[src/rtl/register_array_pq.sv]
// register_array_pq: register-array priority queue with per-cycle two-stage compare-exchange sort
//   Parameters: QUEUE_SIZE (even, >=4), KEY_WIDTH, PAYLOAD_WIDTH, MIN_FIRST (0: largest key at head, 1: smallest)
//   Ports: CLK, RST (async, active-high); i_wrt/i_read/i_key/i_payload request an insert, remove-head or replace;
//          o_key/o_payload/o_valid show the head entry; o_full/o_empty/o_size show occupancy;
//          o_overflow/o_underflow pulse for one cycle on a rejected insert / a remove on empty;
//          o_max_occupancy/o_drop_count are the statistics outputs.
//   Optional: define REGISTER_ARRAY_PQ_STATS_EN to build the high-water mark and drop counter; otherwise both read 0.
module register_array_pq #(
   parameter int QUEUE_SIZE    = 16,
   parameter int KEY_WIDTH     = 16,
   parameter int PAYLOAD_WIDTH = 8,
   parameter int MIN_FIRST     = 0
) (
   input  logic                            CLK,
   input  logic                            RST,
   input  logic                            i_wrt,
   input  logic                            i_read,
   input  logic [KEY_WIDTH-1:0]            i_key,
   input  logic [PAYLOAD_WIDTH-1:0]        i_payload,
   output logic [KEY_WIDTH-1:0]            o_key,
   output logic [PAYLOAD_WIDTH-1:0]        o_payload,
   output logic                            o_valid,
   output logic                            o_full,
   output logic                            o_empty,
   output logic [$clog2(QUEUE_SIZE):0]     o_size,
   output logic                            o_overflow,
   output logic                            o_underflow,
   output logic [$clog2(QUEUE_SIZE):0]     o_max_occupancy,
   output logic [15:0]                     o_drop_count
);
   localparam int SW = $clog2(QUEUE_SIZE) + 1;

   typedef struct packed {
      logic                     v;
      logic [KEY_WIDTH-1:0]     k;
      logic [PAYLOAD_WIDTH-1:0] p;
   } entry_t;

   entry_t        q    [QUEUE_SIZE];
   entry_t        s0   [QUEUE_SIZE];
   entry_t        s1   [QUEUE_SIZE];
   entry_t        s2   [QUEUE_SIZE];
   logic [SW-1:0] size_q, size_d;
   logic          ovf_q, unf_q;
   logic          full, empty, enq, repl, deq, ovf, unf, run;

   // invalid entries lose to any valid key; equal keys never count as better
   function automatic logic better(entry_t a, entry_t b);
      return a.v & (!b.v | (MIN_FIRST != 0 ? a.k < b.k : a.k > b.k));
   endfunction

   assign full  = size_q == SW'(QUEUE_SIZE);
   assign empty = size_q == '0;
   assign enq   = i_wrt & ((!i_read & !full) | (i_read & empty));
   assign repl  = i_wrt & i_read & !empty;
   assign deq   = !i_wrt & i_read & !empty;
   assign ovf   = i_wrt & !i_read & full;
   assign unf   = !i_wrt & i_read & empty;
   assign size_d = enq ? size_q + 1'b1 : deq ? size_q - 1'b1 : size_q;

   // Insert shifts right only up to the first invalid slot, which absorbs the shift;
   // holes left by removals may sit anywhere, so a blind shift could push a valid entry off the end.
   always_comb begin
      s0  = q;
      run = 1'b1;
      for (int i = 1; i < QUEUE_SIZE; i++) begin
         run = run & q[i-1].v;
         if (enq && run) s0[i] = q[i-1];
      end
      if (enq || repl) s0[0] = '{v: 1'b1, k: i_key, p: i_payload};
      if (deq) s0[0] = '0;
   end

   always_comb begin
      s1 = s0;
      for (int j = 0; j < QUEUE_SIZE/2; j++)
         if (better(s0[2*j+1], s0[2*j])) begin
            s1[2*j]   = s0[2*j+1];
            s1[2*j+1] = s0[2*j];
         end
   end

   always_comb begin
      s2 = s1;
      for (int j = 0; j < QUEUE_SIZE/2 - 1; j++)
         if (better(s1[2*j+2], s1[2*j+1])) begin
            s2[2*j+1] = s1[2*j+2];
            s2[2*j+2] = s1[2*j+1];
         end
   end

   always_ff @(posedge CLK or posedge RST) begin
      if (RST) begin
         q      <= '{default: '0};
         size_q <= '0;
         ovf_q  <= 1'b0;
         unf_q  <= 1'b0;
      end else begin
         q      <= s2;
         size_q <= size_d;
         ovf_q  <= ovf;
         unf_q  <= unf;
      end
   end

`ifdef REGISTER_ARRAY_PQ_STATS_EN
   logic [SW-1:0] max_q;
   logic [15:0]   drop_q;
   always_ff @(posedge CLK or posedge RST) begin
      if (RST) begin
         max_q  <= '0;
         drop_q <= '0;
      end else begin
         max_q  <= size_d > max_q ? size_d : max_q;
         drop_q <= (ovf && drop_q != 16'hFFFF) ? drop_q + 16'd1 : drop_q;
      end
   end
   assign o_max_occupancy = max_q;
   assign o_drop_count    = drop_q;
`else
   assign o_max_occupancy = '0;
   assign o_drop_count    = '0;
`endif

   assign o_key       = q[0].k;
   assign o_payload   = q[0].p;
   assign o_valid     = !empty;
   assign o_full      = full;
   assign o_empty     = empty;
   assign o_size      = size_q;
   assign o_overflow  = ovf_q;
   assign o_underflow = unf_q;
endmodule

[config.mk]
export PLATFORM = sky130hd
export DESIGN_NAME = register_array_pq
export DESIGN_NICKNAME = d
export VERILOG_FILES = /design/src/rtl/register_array_pq.sv
export SDC_FILE = /design/constraint.sdc
export NUM_CORES = 2
export LEC_CHECK = 0
export BUFFER_PORTS_ARGS = -buffer_cell sky130_fd_sc_hd__buf_4
export CAP_MARGIN = 20
export CORE_MARGIN = 1.5
export CORE_UTILIZATION = 35
export DETAILED_ROUTE_END_ITERATION = 10
export PLACE_DENSITY = 0.62
export SLEW_MARGIN = 20
export SYNTH_ARGS = -nofsm -noshare
export SYNTH_HDL_FRONTEND = slang
export SYNTH_SLANG_ARGS = --single-unit
[constraint.sdc]
create_clock -name CLK -period 15 [get_ports CLK]
set_clock_uncertainty 0.05 [all_clocks]
set_input_delay 0.75 -clock CLK [delete_from_list [all_inputs] [get_ports CLK]]
set_output_delay 0.75 -clock CLK [all_outputs]
set_load 0.03 [all_outputs]
## Word level (Yosys, flattened, before mapping)

Cells that the tools add are included.
W data, S select, Z words.

- Add/subtract/negate cells: 2
- Magnitude comparators: 15
- Equality and inequality tests: 1
- Muxes and demuxes: 34
- Bitwise gates (word level): 55
- Reduce and logical (&&, ||, !) cells: 37

Operators by type and width:

| kind | count |
|---|---|
| $mux W50 | 15 |
| $mux W25 | 17 |
| $gt A16 B16 Y1 | 15 |
| $and A1 B1 Y1 | 39 |
| $logic_not A1 Y1 | 19 |
| $or A1 B1 Y1 | 16 |
| $logic_and A1 B1 Y1 | 15 |
| $mux W5 | 2 |
| $add A5 B1 Y5 const B | 1 |
| $eq A5 B5 Y1 const B | 1 |
| $logic_not A5 Y1 | 1 |
| $sub A5 B1 Y5 const B | 1 |
| $reduce_bool A2 Y1 | 1 |
| $logic_or A1 B1 Y1 | 1 |

- Flip-flop bits (word level): 407
- Output and inout bits: 55
- Logic and storage cells: 195

## Longest topological paths before layout

- Depth in word-level cells: 24
- Gate-level depth with buffers: 33
- Depth with buffers taken out: 25

## Worst setup path before layout

Ideal clock, no wire load.

- Path kind: reg2reg
- Start: register size_q[1], in the netlist o_size[1]
- End: register q[125] in the netlist's numbering
- Arrival time: 7188 ps
- Required time: 14840 ps
- Path slack: 7652 ps
- Cell stages (with the launch flop): 31
- Path buffers: 5
- Clock period less this slack: 7348 ps
- Cells stage by stage: dfrtp_1 -> o41ai_2 -> o211a_1 -> inv_2 -> buf_6 -> nor4_4 -> and2_1 -> buf_6 -> buf_4 -> mux2i_1 -> inv_1 -> ha_1 -> nand4_1 -> or2_2 -> a21oi_1 -> nor4b_1 -> o2bb2ai_1 -> a21oi_4 -> buf_6 -> mux2_2 -> inv_1 -> ha_1 -> nor2b_1 -> o211ai_1 -> a21oi_1 -> or4b_2 -> a31oi_1 -> o31a_1 -> clkbuf_1 -> o2111ai_1 -> o41ai_1

RTL lines:

| item | RTL line | source |
|---|---|---|
| start: declaration | 43 | `logic [SW-1:0] size_q, size_d;` |
| start signal: assignment | 100 | `size_q <= size_d;` |
| end signal: assignment | 94 | `q <= '{default: '0};` |
| end signal: assignment | 99 | `q <= s2;` |
| end: declaration | 39 | `entry_t q [QUEUE_SIZE];` |

==> flow_metrics.tcl <==
set metrics [dict create \
    grt_max_degree 161 \
    h-tree-depth 2 \
    maxSlewViolCount 0 \
    setup_violations 0 \
    grt_pass1_vias 21900 \
    cts_buffers 49 \
    coreArea_sq_mm 0.0869 \
    synth_ff_type "dfrtp_1" \
    critPathCaptureType "flip-flop" \
    wirelength_um 73000 \
    powerDensity_mw_per_mm2 170 \
    io_pins 83 \
    p_clk_share_pct 21.4 \
    yosysWarningCount 0 \
    syn_area_sq_mm 0.0307 \
    area_delta_synth_final_pct 9.14 \
    cp_max_fo 29 \
    internal_power_mw 3.36 \
    synth_edf_count 0 \
    r2r_cells 27 \
    cts_resized 0 \
    fp.dieW_um 299 \
    rsz0062_at_grt "false" \
    cts-root-buf "clkbuf_16" \
    power_mw 5.71 \
    p_sw_share_pct 41.1 \
    synthArstFlopShare_pct 100 \
    synth_top_area_share_pct 33.1 \
    drt_iter0_drc 1137 \
    seq_area_frac_synth_pct 33.1 \
    ys_ff_latch 407 \
    synthTopCellsByArea "dfrtp_1 (33%), mux2i_1 (16%), mux2_2 (11%)" \
    ctsHoldBuffers 0 \
    cellLeakagePower_nw 15.9 \
    dieHeight_um 299 \
    maxCapViolations 0 \
    synth_area_per_cell_sq_um 10.4 \
    ir_drop_v 0.000122 \
    clk_latency_ps 640 \
    grt_overflow 0 \
    slew_headroom_pct 29.1 \
    ys_types 93 \
    drive_above_1_share_pct 19.6 \
    clock-sinks 407 \
    slowest_delay_ps 760 \
    antenna_found_initial 0 \
    synth.most_common_cell "mux2i_1" \
    cts_tree "built" \
    antenna_cells 0 \
    cp_top_family "simple AND/OR/NAND/NOR gates" \
    fmax_mhz 110 \
    hold_violations 0 \
    core.rowCount 108 \
    nets 3215 \
    pwr-share-comb_pct 49.9 \
    routedWlPerCell_um 17.7 \
    status "finished clean" \
    fin_crit_ps 9100 \
    cp.depth 27 \
    drtPass1Iterations 5 \
    postCtsSetupBuffers 0 \
    crit_required_ps 15410 \
    dieArea_sq_mm 0.0896 \
    viasPerCell 5.31 \
    hpwl_um 54500 \
    finalSetupTns_ps 0 \
    worst-setup-path-type "reg -> reg" \
    min_path_type "in -> async" \
    period_share_pct 60.6 \
    place.gp.congestion 0.822 \
    start_util_pct 35.4 \
    syn-instance-count 2965 \
    grt_pass1_wl_um 120000 \
    seqPwrFrac_pct 28.7 \
    cp_num_buf_inv 5 \
    vias 21900 \
    io_buffers 61 \
    track_usage_pct 16.1 \
    clkTransAtPathRegs_ps 60 \
    synthTopCellsByCount "mux2i_1 (494), dfrtp_1 (407), mux2_2 (296)" \
    worstPathArrival_ps 9500 \
    start_kind "flip-flop" \
    p_sw_mw 2.35 \
    remaining_drc_errors 0 \
    cts_buffer_depth 3 \
    tightest_slew_ps 1050 \
    yosys.area.top_type "dfrtp_1" \
    ant_nets 0 \
    crit_slowest_cell "and2_1" \
]
## logic make-up after synthesis
group	synth area share, %
muxes	28.2
adders and majority gates	10.1
xor gates and xnor gates	0.199
DFF	33.1
buffers and inverters	7.03
AOI/OAI and AO/OA	13.1
other	0.0122
and+or+nand+nor	8.17
## per-stage QoR
step | utilization, % | setup slack (ps) | cell area, sq um | cells | hold WS, ps
after floorplan | - | 2880 | 30800 | 2985 | 460
after global placement | 36.7 | 5750 | 31900 | 4047 | 476
after detailed placement | 36.7 | 5970 | 31900 | 4047 | 483
after CTS | 38.6 | 5930 | 33500 | 4131 | 269
after global routing | 38.6 | 5210 | 33500 | 4131 | 314
final | 38.6 | 5900 | 33500 | 4131 | 230
## metal layers
layer | part of all wire, % | track usage [%] | up-vias
li1 | - | - | 10900
met1 | 49 | 22.7 | 10700
met2 | 47 | 26.6 | 256
met3 | 2.6 | 1.78 | 80
met4 | 1.7 | 3.40 | 0
met5 | 0 | 0 | -
## power by group through the flow
stage	registers (mW)	logic [mW]	clock network, mW
4_1_cts	1.64	2.87	1.25
5_1_grt	1.67	3.19	1.29
6_report	1.64	2.85	1.22
3_5_place_dp	1.66	2.85	0
2_1_floorplan	1.56	2.29	0
3_3_place_gp	1.66	2.81	0
## final timing paths
kind	startpoint	to	slack, ps
min in group CLK	i_wrt	o_overflow	360
hold / removal	RST	q[237]	230
setup reg to reg	o_size[1]	q[27]	5900
hold reg to reg	q[27]	q[2]	480
setup / recovery	o_size[1]	q[27]	5900
max in group asynchronous	RST	q[52]	12450
## cells in the final DEF (no fill, tap or decap), types with 11 or more instances in the layout
cell type and n:
mux2i_1 494, mux2i_2 19, o22ai_1 11, nand2_1 84, nand2b_1 29, buf_4 95, o21ai_0 99, o41ai_1 16
clkbuf_8 12, nor3_1 24, o211ai_1 16, a21oi_1 157, nand3_1 37, nand3b_1 17, o31ai_1 12, clkbuf_1 11
nand4_1 55, o2111ai_1 24, inv_1 252, nor2b_1 16, or2_2 24, conb_1 21, o22a_1 26, o211a_1 12
dfrtp_1 407, nor2_1 105, or3_1 16, mux2_2 296, o221ai_1 40, a21o_1 26, clkbuf_16 49, ha_1 243
## cell type report
class / count / area [sq um]
Timing Repair Buffer: 96 / 733
Clock buffer: 72 / 1430
Inverter: 255 / 965
Clock inverter: 12 / 206
Sequential cell: 407 / 10200
Tap cell: 1155 / 1450
Fill cell: 8548 / 53300
Multi-Input combinational cell: 2134 / 18600
## state kept, by name (all words and copies together), names as in the netlist
name	cells
o_underflow	1
o_key	16
o_size	5
o_payload	8
q	376
o_overflow	1
Power figures use the tool's default switching activity.
